$ cat src/rtl/row_load_sequencer_pkg.sv
// Shared definitions for the ESPNet row buffer path: FSM state encoding,
// buffer geometry and the row_arbiter control codes (row_arbiter decodes
// against the same constants).
package espnet_row_pkg;

  localparam int ROW_CNT_W   = 10;
  localparam int NUM_SLOTS   = 4;
  localparam int KERNEL_ROWS = 3;

  typedef enum logic [1:0] {
    ST_IDLE,
    ST_FILL,
    ST_RUN,
    ST_DONE
  } state_t;

  localparam logic [2:0] CTRL_HOLD  = 3'd0;
  localparam logic [2:0] CTRL_SLOT0 = 3'd1;
  localparam logic [2:0] CTRL_SLOT1 = 3'd2;
  localparam logic [2:0] CTRL_SLOT2 = 3'd3;
  localparam logic [2:0] CTRL_SLOT3 = 3'd4;

  // Load code that steers a row into the given slot.
  function automatic logic [2:0] slot_ctrl(input logic [1:0] slot);
    case (slot)
      2'd0:    slot_ctrl = CTRL_SLOT0;
      2'd1:    slot_ctrl = CTRL_SLOT1;
      2'd2:    slot_ctrl = CTRL_SLOT2;
      2'd3:    slot_ctrl = CTRL_SLOT3;
      default: slot_ctrl = CTRL_HOLD;
    endcase
  endfunction

endpackage

$ cat src/rtl/row_load_sequencer_if.sv
// Handshake bundle between the sequencer and its neighbours.
//   master: fetch unit / conv engine side (drives start, num_rows,
//           row_valid, win_ready)
//   slave : row_load_sequencer (drives row_ready, control, window and
//           status outputs)
interface row_load_sequencer_if;
  import espnet_row_pkg::*;

  logic                 start;
  logic [ROW_CNT_W-1:0] num_rows;
  logic                 row_valid;
  logic                 row_ready;
  logic [2:0]           control;
  logic                 win_valid;
  logic                 win_ready;
  logic [1:0]           win_slot0;
  logic [1:0]           win_slot1;
  logic [1:0]           win_slot2;
  logic                 busy;
  logic                 done;
  logic                 err;

  modport master (
    output start, num_rows, row_valid, win_ready,
    input  row_ready, control, win_valid, win_slot0, win_slot1, win_slot2,
           busy, done, err
  );

  modport slave (
    input  start, num_rows, row_valid, win_ready,
    output row_ready, control, win_valid, win_slot0, win_slot1, win_slot2,
           busy, done, err
  );

endinterface

$ cat src/rtl/row_load_sequencer.sv
// Row load sequencer for the four-slot row_arbiter buffer. Loads incoming
// rows into slots as a ring, offers 3-row windows to the conv engine and
// frees the oldest slot per consumed window.
// Ports:
//   clock - system clock, rising edge
//   reset - asynchronous, active-low
//   bus   - row_load_sequencer_if.slave (start/num_rows, row handshake +
//           control code, window handshake + slot indices, busy/done/err)
//
// state | meaning
// IDLE  | waiting for start
// FILL  | loading rows until three are resident
// RUN   | offering windows while loading remaining rows
// DONE  | one-cycle completion (done pulse), then IDLE
module row_load_sequencer
  import espnet_row_pkg::*;
(
  input logic                 clock,
  input logic                 reset,
  row_load_sequencer_if.slave bus
);

  state_t               r_state;
  logic [1:0]           r_wr_ptr;
  logic [1:0]           r_rd_ptr;
  logic [2:0]           r_occ;
  logic [ROW_CNT_W-1:0] r_num_rows;
  logic [ROW_CNT_W-1:0] r_rows_loaded;
  logic [ROW_CNT_W-1:0] r_wins_issued;
  logic                 r_busy;
  logic                 r_done;
  logic                 r_err;

  logic                 w_active;
  logic                 w_row_ready;
  logic                 w_win_valid;
  logic                 w_row_acc;
  logic                 w_win_acc;
  logic                 w_last_win;
  logic [ROW_CNT_W-1:0] w_total_wins;
  logic [2:0]           w_occ_next;

  assign w_active     = (r_state == ST_FILL) || (r_state == ST_RUN);
  assign w_total_wins = r_num_rows - ROW_CNT_W'(KERNEL_ROWS - 1);
  assign w_row_ready  = w_active && (r_occ < 3'(NUM_SLOTS)) &&
                        (r_rows_loaded < r_num_rows);
  assign w_win_valid  = (r_state == ST_RUN) && (r_occ >= 3'(KERNEL_ROWS)) &&
                        (r_wins_issued < w_total_wins);
  assign w_row_acc    = bus.row_valid && w_row_ready;
  assign w_win_acc    = w_win_valid && bus.win_ready;
  assign w_last_win   = (r_wins_issued + ROW_CNT_W'(1)) == w_total_wins;

  always_comb begin
    w_occ_next = r_occ;
    case ({w_row_acc, w_win_acc})
      2'b10:   w_occ_next = r_occ + 3'd1;
      2'b01:   w_occ_next = r_occ - 3'd1;
      default: w_occ_next = r_occ;
    endcase
  end

  // Control is combinational so the arbiter captures the row in the same
  // cycle the fetch unit presents it.
  assign bus.control   = w_row_acc ? slot_ctrl(r_wr_ptr) : CTRL_HOLD;
  assign bus.row_ready = w_row_ready;
  assign bus.win_valid = w_win_valid;
  // Slot indices are forced to zero outside a valid window so every output
  // reads zero out of reset.
  assign bus.win_slot0 = w_win_valid ? r_rd_ptr          : 2'd0;
  assign bus.win_slot1 = w_win_valid ? r_rd_ptr + 2'd1   : 2'd0;
  assign bus.win_slot2 = w_win_valid ? r_rd_ptr + 2'd2   : 2'd0;
  assign bus.busy      = r_busy;
  assign bus.done      = r_done;
  assign bus.err       = r_err;

  always_ff @(posedge clock or negedge reset) begin
    if (!reset) begin
      r_state       <= ST_IDLE;
      r_wr_ptr      <= 2'd0;
      r_rd_ptr      <= 2'd0;
      r_occ         <= 3'd0;
      r_num_rows    <= '0;
      r_rows_loaded <= '0;
      r_wins_issued <= '0;
      r_busy        <= 1'b0;
      r_done        <= 1'b0;
      r_err         <= 1'b0;
    end else begin
      r_done <= 1'b0;
      case (r_state)
        ST_IDLE: begin
          if (bus.start) begin
            // Rows left over from a previous map are simply abandoned.
            r_num_rows    <= bus.num_rows;
            r_wr_ptr      <= 2'd0;
            r_rd_ptr      <= 2'd0;
            r_occ         <= 3'd0;
            r_rows_loaded <= '0;
            r_wins_issued <= '0;
            if (bus.num_rows < ROW_CNT_W'(KERNEL_ROWS)) begin
              r_err   <= 1'b1;
              r_done  <= 1'b1;
              r_busy  <= 1'b0;
              r_state <= ST_DONE;
            end else begin
              r_err   <= 1'b0;
              r_busy  <= 1'b1;
              r_state <= ST_FILL;
            end
          end
        end
        ST_FILL, ST_RUN: begin
          if (w_row_acc) begin
            r_wr_ptr      <= r_wr_ptr + 2'd1;
            r_rows_loaded <= r_rows_loaded + ROW_CNT_W'(1);
          end
          if (w_win_acc) begin
            r_rd_ptr      <= r_rd_ptr + 2'd1;
            r_wins_issued <= r_wins_issued + ROW_CNT_W'(1);
          end
          r_occ <= w_occ_next;
          if ((r_state == ST_FILL) && (w_occ_next >= 3'(KERNEL_ROWS)))
            r_state <= ST_RUN;
          if (w_win_acc && w_last_win) begin
            r_done  <= 1'b1;
            r_busy  <= 1'b0;
            r_state <= ST_DONE;
          end
        end
        ST_DONE: r_state <= ST_IDLE;
        default: r_state <= ST_IDLE;
      endcase
    end
  end

endmodule

$ cat src/flat_wrapper.sv
// flat-port wrapper written by rule: the top's interface ports become plain ports
module row_load_sequencer_flat import espnet_row_pkg::*;
  (clock, reset, bus_start, bus_num_rows, bus_row_valid, bus_win_ready, bus_row_ready, bus_control, bus_win_valid, bus_win_slot0, bus_win_slot1, bus_win_slot2, bus_busy, bus_done, bus_err);
  row_load_sequencer_if bus_i ();
  input logic clock;
  input logic reset;
  input wire logic [$bits(bus_i.start)-1:0] bus_start;
  input wire logic [$bits(bus_i.num_rows)-1:0] bus_num_rows;
  input wire logic [$bits(bus_i.row_valid)-1:0] bus_row_valid;
  input wire logic [$bits(bus_i.win_ready)-1:0] bus_win_ready;
  output wire logic [$bits(bus_i.row_ready)-1:0] bus_row_ready;
  output wire logic [$bits(bus_i.control)-1:0] bus_control;
  output wire logic [$bits(bus_i.win_valid)-1:0] bus_win_valid;
  output wire logic [$bits(bus_i.win_slot0)-1:0] bus_win_slot0;
  output wire logic [$bits(bus_i.win_slot1)-1:0] bus_win_slot1;
  output wire logic [$bits(bus_i.win_slot2)-1:0] bus_win_slot2;
  output wire logic [$bits(bus_i.busy)-1:0] bus_busy;
  output wire logic [$bits(bus_i.done)-1:0] bus_done;
  output wire logic [$bits(bus_i.err)-1:0] bus_err;
  assign bus_i.start = bus_start;
  assign bus_i.num_rows = bus_num_rows;
  assign bus_i.row_valid = bus_row_valid;
  assign bus_i.win_ready = bus_win_ready;
  assign bus_row_ready = bus_i.row_ready;
  assign bus_control = bus_i.control;
  assign bus_win_valid = bus_i.win_valid;
  assign bus_win_slot0 = bus_i.win_slot0;
  assign bus_win_slot1 = bus_i.win_slot1;
  assign bus_win_slot2 = bus_i.win_slot2;
  assign bus_busy = bus_i.busy;
  assign bus_done = bus_i.done;
  assign bus_err = bus_i.err;
  row_load_sequencer u_core (.clock(clock), .reset(reset), .bus(bus_i));
endmodule
$ cat config.mk
export PLATFORM = sky130hd
export DESIGN_NAME = row_load_sequencer_flat
export DESIGN_NICKNAME = d
export VERILOG_FILES = /design/src/rtl/row_load_sequencer_pkg.sv /design/src/rtl/row_load_sequencer_if.sv /design/src/rtl/row_load_sequencer.sv /design/src/flat_wrapper.sv
export SDC_FILE = /design/constraint.sdc
export NUM_CORES = 1
export LEC_CHECK = 0
export CAP_MARGIN = 20
export CORE_MARGIN = 2
export CORE_UTILIZATION = 25
export DETAILED_ROUTE_END_ITERATION = 12
export GPL_ROUTABILITY_DRIVEN = 0
export PLACE_DENSITY_LB_ADDON = 0.1
export SYNTH_ARGS = -nofsm -noshare
export SYNTH_HDL_FRONTEND = slang
export SYNTH_SLANG_ARGS = --single-unit
$ cat constraint.sdc
create_clock -name clock -period 5.3 [get_ports clock]
set_clock_uncertainty 0.15 [all_clocks]
set_input_delay 1.06 -clock clock [delete_from_list [all_inputs] [get_ports clock]]
set_output_delay 1.06 -clock clock [all_outputs]
set_load 0.01 [all_outputs]
Word level (Yosys, flattened, before mapping)
Cells that the tools add are included.
{ "word_totals": {"ff_bits": 42, "latch_bits": 0, "ram_bits": 0, "rom_bits": 0, "in_bits": 15, "output_inout_bits": 14, "elab_cells": 88, "mem_count": 0} }
{ "op_classes": {"add_sub_neg": 8, "n_mul": 0, "div_mod_pow": 0, "order_cmp": 6, "n_eq_ne": 14, "shifts": 0, "muxes": 31, "n_bitwise": 0, "reduce_logical": 19} }
{ "ops": {"columns": ["operator", "count"], "rows": [
  ["one-hot mux 10 bit (2 select lines)", 2],
  ["2-to-1 mux 10 bit", 3],
  ["adder 10 x 1 -> 10 bit (second input constant)", 2],
  ["less-than comparator 10 bit", 2],
  ["2-to-1 mux 2 bit", 10],
  ["one-hot mux 3 bit (2 select lines)", 2],
  ["one-hot mux 3 bit (4 select lines)", 1],
  ["== test 10 bit", 1],
  ["== test 2 bit (second input constant)", 5],
  ["less-than comparator 10 x 2 -> 1 bit (second input constant)", 1],
  ["subtractor 10 x 2 -> 10 bit (second input constant)", 1],
  ["AND reduction 3 bit", 3],
  ["logical AND 1 bit", 8],
  ["one-hot mux 2 bit (2 select lines)", 2],
  ["== test 2 x 1 -> 1 bit (second input constant)", 3],
  [">= comparator 3 x 2 -> 1 bit (second input constant)", 2],
  ["2-to-1 mux 1 bit", 6],
  ["2-to-1 mux 3 bit", 2],
  ["!= test 2 x 1 -> 1 bit (second input constant)", 3],
  ["one-hot mux 2 bit (3 select lines)", 1],
  ["AND reduction 2 bit", 3],
  ["adder 2 x 1 -> 2 bit (second input constant)", 2],
  ["logical NOT 2 bit", 2],
  ["one-hot mux 1 bit (2 select lines)", 2],
  ["9 further kinds", 9]
]} }

Longest topological paths before layout
{ "logic_depth": {"depth_word": 12, "depth_mapped": 21, "depth_no_buf": 20} }

Worst setup path before layout
OpenSTA, ideal clock, no wires.
{ "synth_path": {"kind": "register to register", "from": "register u_core.r_num_rows[1]", "to": "register u_core.r_state[0]", "setup_ns": 0.140, "arrival_time_ns": 3.973, "required_ns": 5.010, "setup_slack_ns": 1.037, "stages_incl_launch_ff": 19, "path_buffers": 1, "synth_period_minus_slack_ns": 4.263, "path_cell_list": "dfrtp_1 > inv_1 > ha_1 > or3b_2 > nor2_1 > xnor2_1 > ha_1 > a2111oi_0 > and2_1 > nand2_1 > inv_1 > clkbuf_8 > ha_1 > fa_1 > a21oi_1 > o211ai_1 > a21o_1 > a31oi_1 > o221ai_1"} }
{ "synth_between": {"elab_chain_len": 10, "word_cells_on_any_way": 18, "cone_classes": "1 x add/sub; 3 x order compare; 4 x eq/ne; 3 x mux; 7 x reduce/logical"} }
{ "synth_rtl": {"columns": ["element", "line_no", "source"], "rows": [
  ["start, declared", "row_load_sequencer.sv:27", "logic [ROW_CNT_W-1:0] r_num_rows;"],
  ["start signal, assigned", "row_load_sequencer.sv:94", "r_num_rows <= bus.num_rows;"],
  ["subtractor 10 x 2 -> 10 bit", "row_load_sequencer.sv:44", "assign w_total_wins = r_num_rows - ROW_CNT_W'(KERNEL_ROWS - 1);"],
  ["less-than comparator 10 bit", "row_load_sequencer.sv:48", "(r_wins_issued < w_total_wins);"],
  ["logical AND 1 bit", "row_load_sequencer.sv:47", "assign w_win_valid = (r_state == ST_RUN) && (r_occ >= 3'(KERNEL_ROWS)) &&"],
  ["logical AND 1 bit", "row_load_sequencer.sv:50", "assign w_win_acc = w_win_valid && bus.win_ready;"],
  ["== test 2 x 1 -> 1 bit / == test 2 bit (equally long branches)", "row_load_sequencer.sv:55", "case ({w_row_acc, w_win_acc})"],
  ["one-hot mux 3 bit (2 select lines)", "row_load_sequencer.sv:55", null],
  [">= comparator 3 x 2 -> 1 bit", "row_load_sequencer.sv:122", "if ((r_state == ST_FILL) && (w_occ_next >= 3'(KERNEL_ROWS)))"],
  ["logical AND 1 bit", "row_load_sequencer.sv:122", null],
  ["!= test 3 x 1 -> 1 bit (no line)", null, null],
  ["AND reduction 2 bit (no line)", null, null],
  ["end signal, assigned", "row_load_sequencer.sv:123", "r_state <= ST_RUN;"],
  ["end signal, assigned", "row_load_sequencer.sv:127", "r_state <= ST_DONE;"],
  ["end signal, assigned", "row_load_sequencer.sv:130", "ST_DONE: r_state <= ST_IDLE;"],
  ["end, declared", "row_load_sequencer.sv:23", "state_t r_state;"]
]} }
Parallel ways exist; a longest one is shown, timed or not.
A chain may end at the register's enable or synchronous reset.

Worst setup path in the final report
{ "layout_path": {"from": "register u_core.r_num_rows[1]", "to": "output port bus_win_slot2[0]"} }
{ "layout_between": {"elab_chain_len": 4} }
{ "layout_rtl": {"columns": ["element", "line_no", "source"], "rows": [
  ["subtractor 10 x 2 -> 10 bit", "row_load_sequencer.sv:44", null],
  ["less-than comparator 10 bit", "row_load_sequencer.sv:48", null],
  ["logical AND 1 bit", "row_load_sequencer.sv:47", null],
  ["2-to-1 mux 2 bit", "row_load_sequencer.sv:71", "assign bus.win_slot2 = w_win_valid ? r_rd_ptr + 2'd2 : 2'd0;"],
  ["end, declared", "flat_wrapper.sv:16", "output wire logic [$bits(bus_i.win_slot2)-1:0] bus_win_slot2;"]
]} }
No other way between the ends.

==> results.tsv <==
metric	value	unit
status	complete, no violations	
mostFrequentLayoutCell	dfrtp_1	
clkTransAtPathRegs	0.06	ns
reg2reg_slack	0.76	ns
avgSynthCellArea	8.778	um^2
die_w	120.0	um
core	13190	um^2
pre_cts_ws	0.5468	ns
num_rows	42	
clkSinkCount	42	
synth_cells	383	
switching_share	0.4444	
reg2regPathDepth	17	
required	4.09	ns
ctsResizeCount	0	
seq_area	1051	um^2
final-setup-viol-count	0	
cts_root_buf	clkbuf_16	
initial_utilization	0.2549	
synth_area	3362	um^2
yosysTopAreaCell	dfrtp_1	
ys_top_cells_by_area	dfrtp_1, ha_1, o21ai_0	
setup_ws	0.4055	ns
postCtsSetupBuffers	0	
critPathMaxStageDelay	0.62	ns
dr.first_iter.drc_count	130	
clkPwrFrac	0.198	
fin_crit_sh	0.9235	
hold_slack	0.3353	ns
startpoint_type	flop	
dp_hpwl	7.100	mm
finalSetupTns	0	ns
grt_pass1_wl	15.79	mm
wl_per_cell	16.13	um
die-area	14390	um^2
critical_path.startpoint	u_core.r_num_rows[1]$_DFFE_PN0P_	
cts_tree	yes	
ys.flop_type	dfrtp_1	
grt_usage	0.1410	
comb_power_share	0.528	
nNetsFinal	454	
antenna_found_initial	0	
power.share.sequential	0.274	
p_leak	1.703	nW
ant_nets	0	
num_vias	2870	
viasPerCell	4.906	
die_y	120.0	um
worstPathCellList	inv_1 > ha_1 > or3b_2 > nor2_1 > xnor2_1 > ha_1 > a2111oi_1 > nand2_1 > nor2_1 > clkdlybuf4s50_1	
num_antenna_cells	0	
syn-num-nets	429	
portBuffers	28	
stdcell_count	585	
worstHoldPathCells	1	
insertion_delay	0.30	ns
grt_pass1_vias	2959	
p_sw	0.7924	mW
max_freq	204.3	MHz
r2r_start	u_core.r_num_rows[1]$_DFFE_PN0P_	
clk_path_buf_depth	2	
min_from	u_core.bus.err$_DFFE_PN0P_	
slew_headroom	0.5486	
io_pins	29	
hold_path_class	flop to flop	
yosysWarnings	0	
r2r_end	u_core.r_state[0]$_DFFE_PN0P_	
cap_violations	0	
drc_errors	0	
drt-pass1-iter-count	4	
critPathMaxFanout	6	
yosys_register_bits	42	
synth.top_cell.area_share	0.3126	
routed_wl	9.438	mm
whs_endpoint	u_core.bus.err$_DFFE_PN0P_	
place_inst	577	
hold_buffers	0	
overflow	0	
hold_viol_final	0	
multi_input_area	2103	um^2
slew_violations	0	
synth_edf_count	0	
area_delta_synth_final	18.24	%
cts_max_level	2	
grt_max_degree	30	
synth_cell_types	60	
worst_pin_slew	0.6755	ns
critical_path_class	flop to output pin	
p_per_area	448.6	nW/um^2
fillCellCount	1406	
synth-async-reset-ratio	1.000	
ir_drop	0.1525	mV
end_kind	output pin	
finalCriticalPeriod	4.894	ns
ys_seq_area_frac	0.3126	
cts_buffers	5	
drive_gt1_frac	0.08802	
internal-power	0.9908	mW
slowest_stage	a2111oi_1	
rsz0062_at_grt	no	
crit_arrival	3.68	ns
layout_common_cells	dfrtp_1, nand2_1, o21ai_0, ha_1, inv_1	
cell usage after synthesis, types with 4 or more instances:
master	count
dfrtp_1	42
nand2_1	32
ha_1	30
o21ai_0	30
inv_1	29
nor2_1	27
a21oi_1	21
nand3_1	18
xnor2_1	17
mux2_2	10
mux2i_1	9
o31ai_1	9
a21o_1	7
a22o_1	6
clkbuf_1	6
nand2b_1	6
nand4_1	6
nor4_1	5
o211ai_1	5
a31oi_1	4
nor3_1	4
or2_2	4
or3_1	4
xor2_1	4
cells by family (layout without fill, tap and decap cells):
kind of cell,count (synthesis),count (layout),share of synthesized area
simple gates,123,123,0.1861
compound gates,102,102,0.1999
buf+inv,44,70,0.06215
flops,42,42,0.3126
fa+ha+maj,31,31,0.1176
xor+xnor,22,22,0.06140
mux,19,19,0.06029
worst max-delay path by stage:
| stage | end | slack, ns |
|---|---|---|
| after floorplan | u_core.r_state[0]$_DFFE_PN0P_ | 1.04 |
| after global placement | bus_win_slot2[0] | 0.60 |
| after detailed placement | bus_win_slot2[0] | 0.55 |
| after CTS | bus_win_slot2[0] | 0.21 |
| after global routing | bus_win_slot2[0] | 0.03 |
| final | bus_win_slot2[0] | 0.41 |
layout make-up:
type                    instances  area share
inverters                      29     0.02738
clock buffers                   8     0.04186
well taps                     176     0.05540
repair buffers                 33     0.08184
flip-flops and latches         42      0.2644
multi-input cells             297      0.5291
sequential cells by signal (all words and copies together) (netlist names):
| register | count |
|---|---|
| u_core.bus.done | 1 |
| u_core.bus.err | 1 |
| u_core.bus.busy | 1 |
| u_core.r_num_rows | 10 |
| u_core.r_rd_ptr | 2 |
| u_core.r_rows_loaded | 10 |
| u_core.r_wr_ptr | 2 |
| u_core.r_wins_issued | 10 |
| u_core.r_state | 2 |
| u_core.r_occ | 3 |
metrics by stage:
stage          utilization  power (mW)  area [um^2]
2_1_floorplan            -       1.173         3362
3_3_place_gp        0.2871       1.448         3787
3_5_place_dp        0.2887       1.451         3807
4_1_cts             0.3013       1.815         3974
5_1_grt             0.3014       1.952         3975
6_report            0.3014       1.783         3975
metal layers:
layer	routed length [um]	global-route usage	vias up
met1	4591	0.1897	1381
met3	269	0.02519	10
li1	-	-	1438
met5	0	0	-
met4	185	0.05662	0
met2	4391	0.2230	41
critical path, delay by kind of cell (launching register included):
kind / cells / cell delay [ns]
AND/OR/NAND/NOR: 4 / 1.04
buffers and inverters: 2 / 0.67
AO/OA/AOI/OAI: 1 / 0.62
adder cells (fa/ha/maj): 2 / 0.49
flip-flops: 1 / 0.43
XOR/XNOR: 1 / 0.14
power by group through the flow:
stage / registers, mW / clock network [mW] / logic, mW
floorplan: 0.462 / 0 / 0.711
global placement: 0.496 / 0 / 0.952
detailed placement: 0.497 / 0 / 0.954
CTS: 0.491 / 0.365 / 0.959
global route: 0.505 / 0.373 / 1.07
finish: 0.488 / 0.354 / 0.942
(Power assumes the default switching activity.)
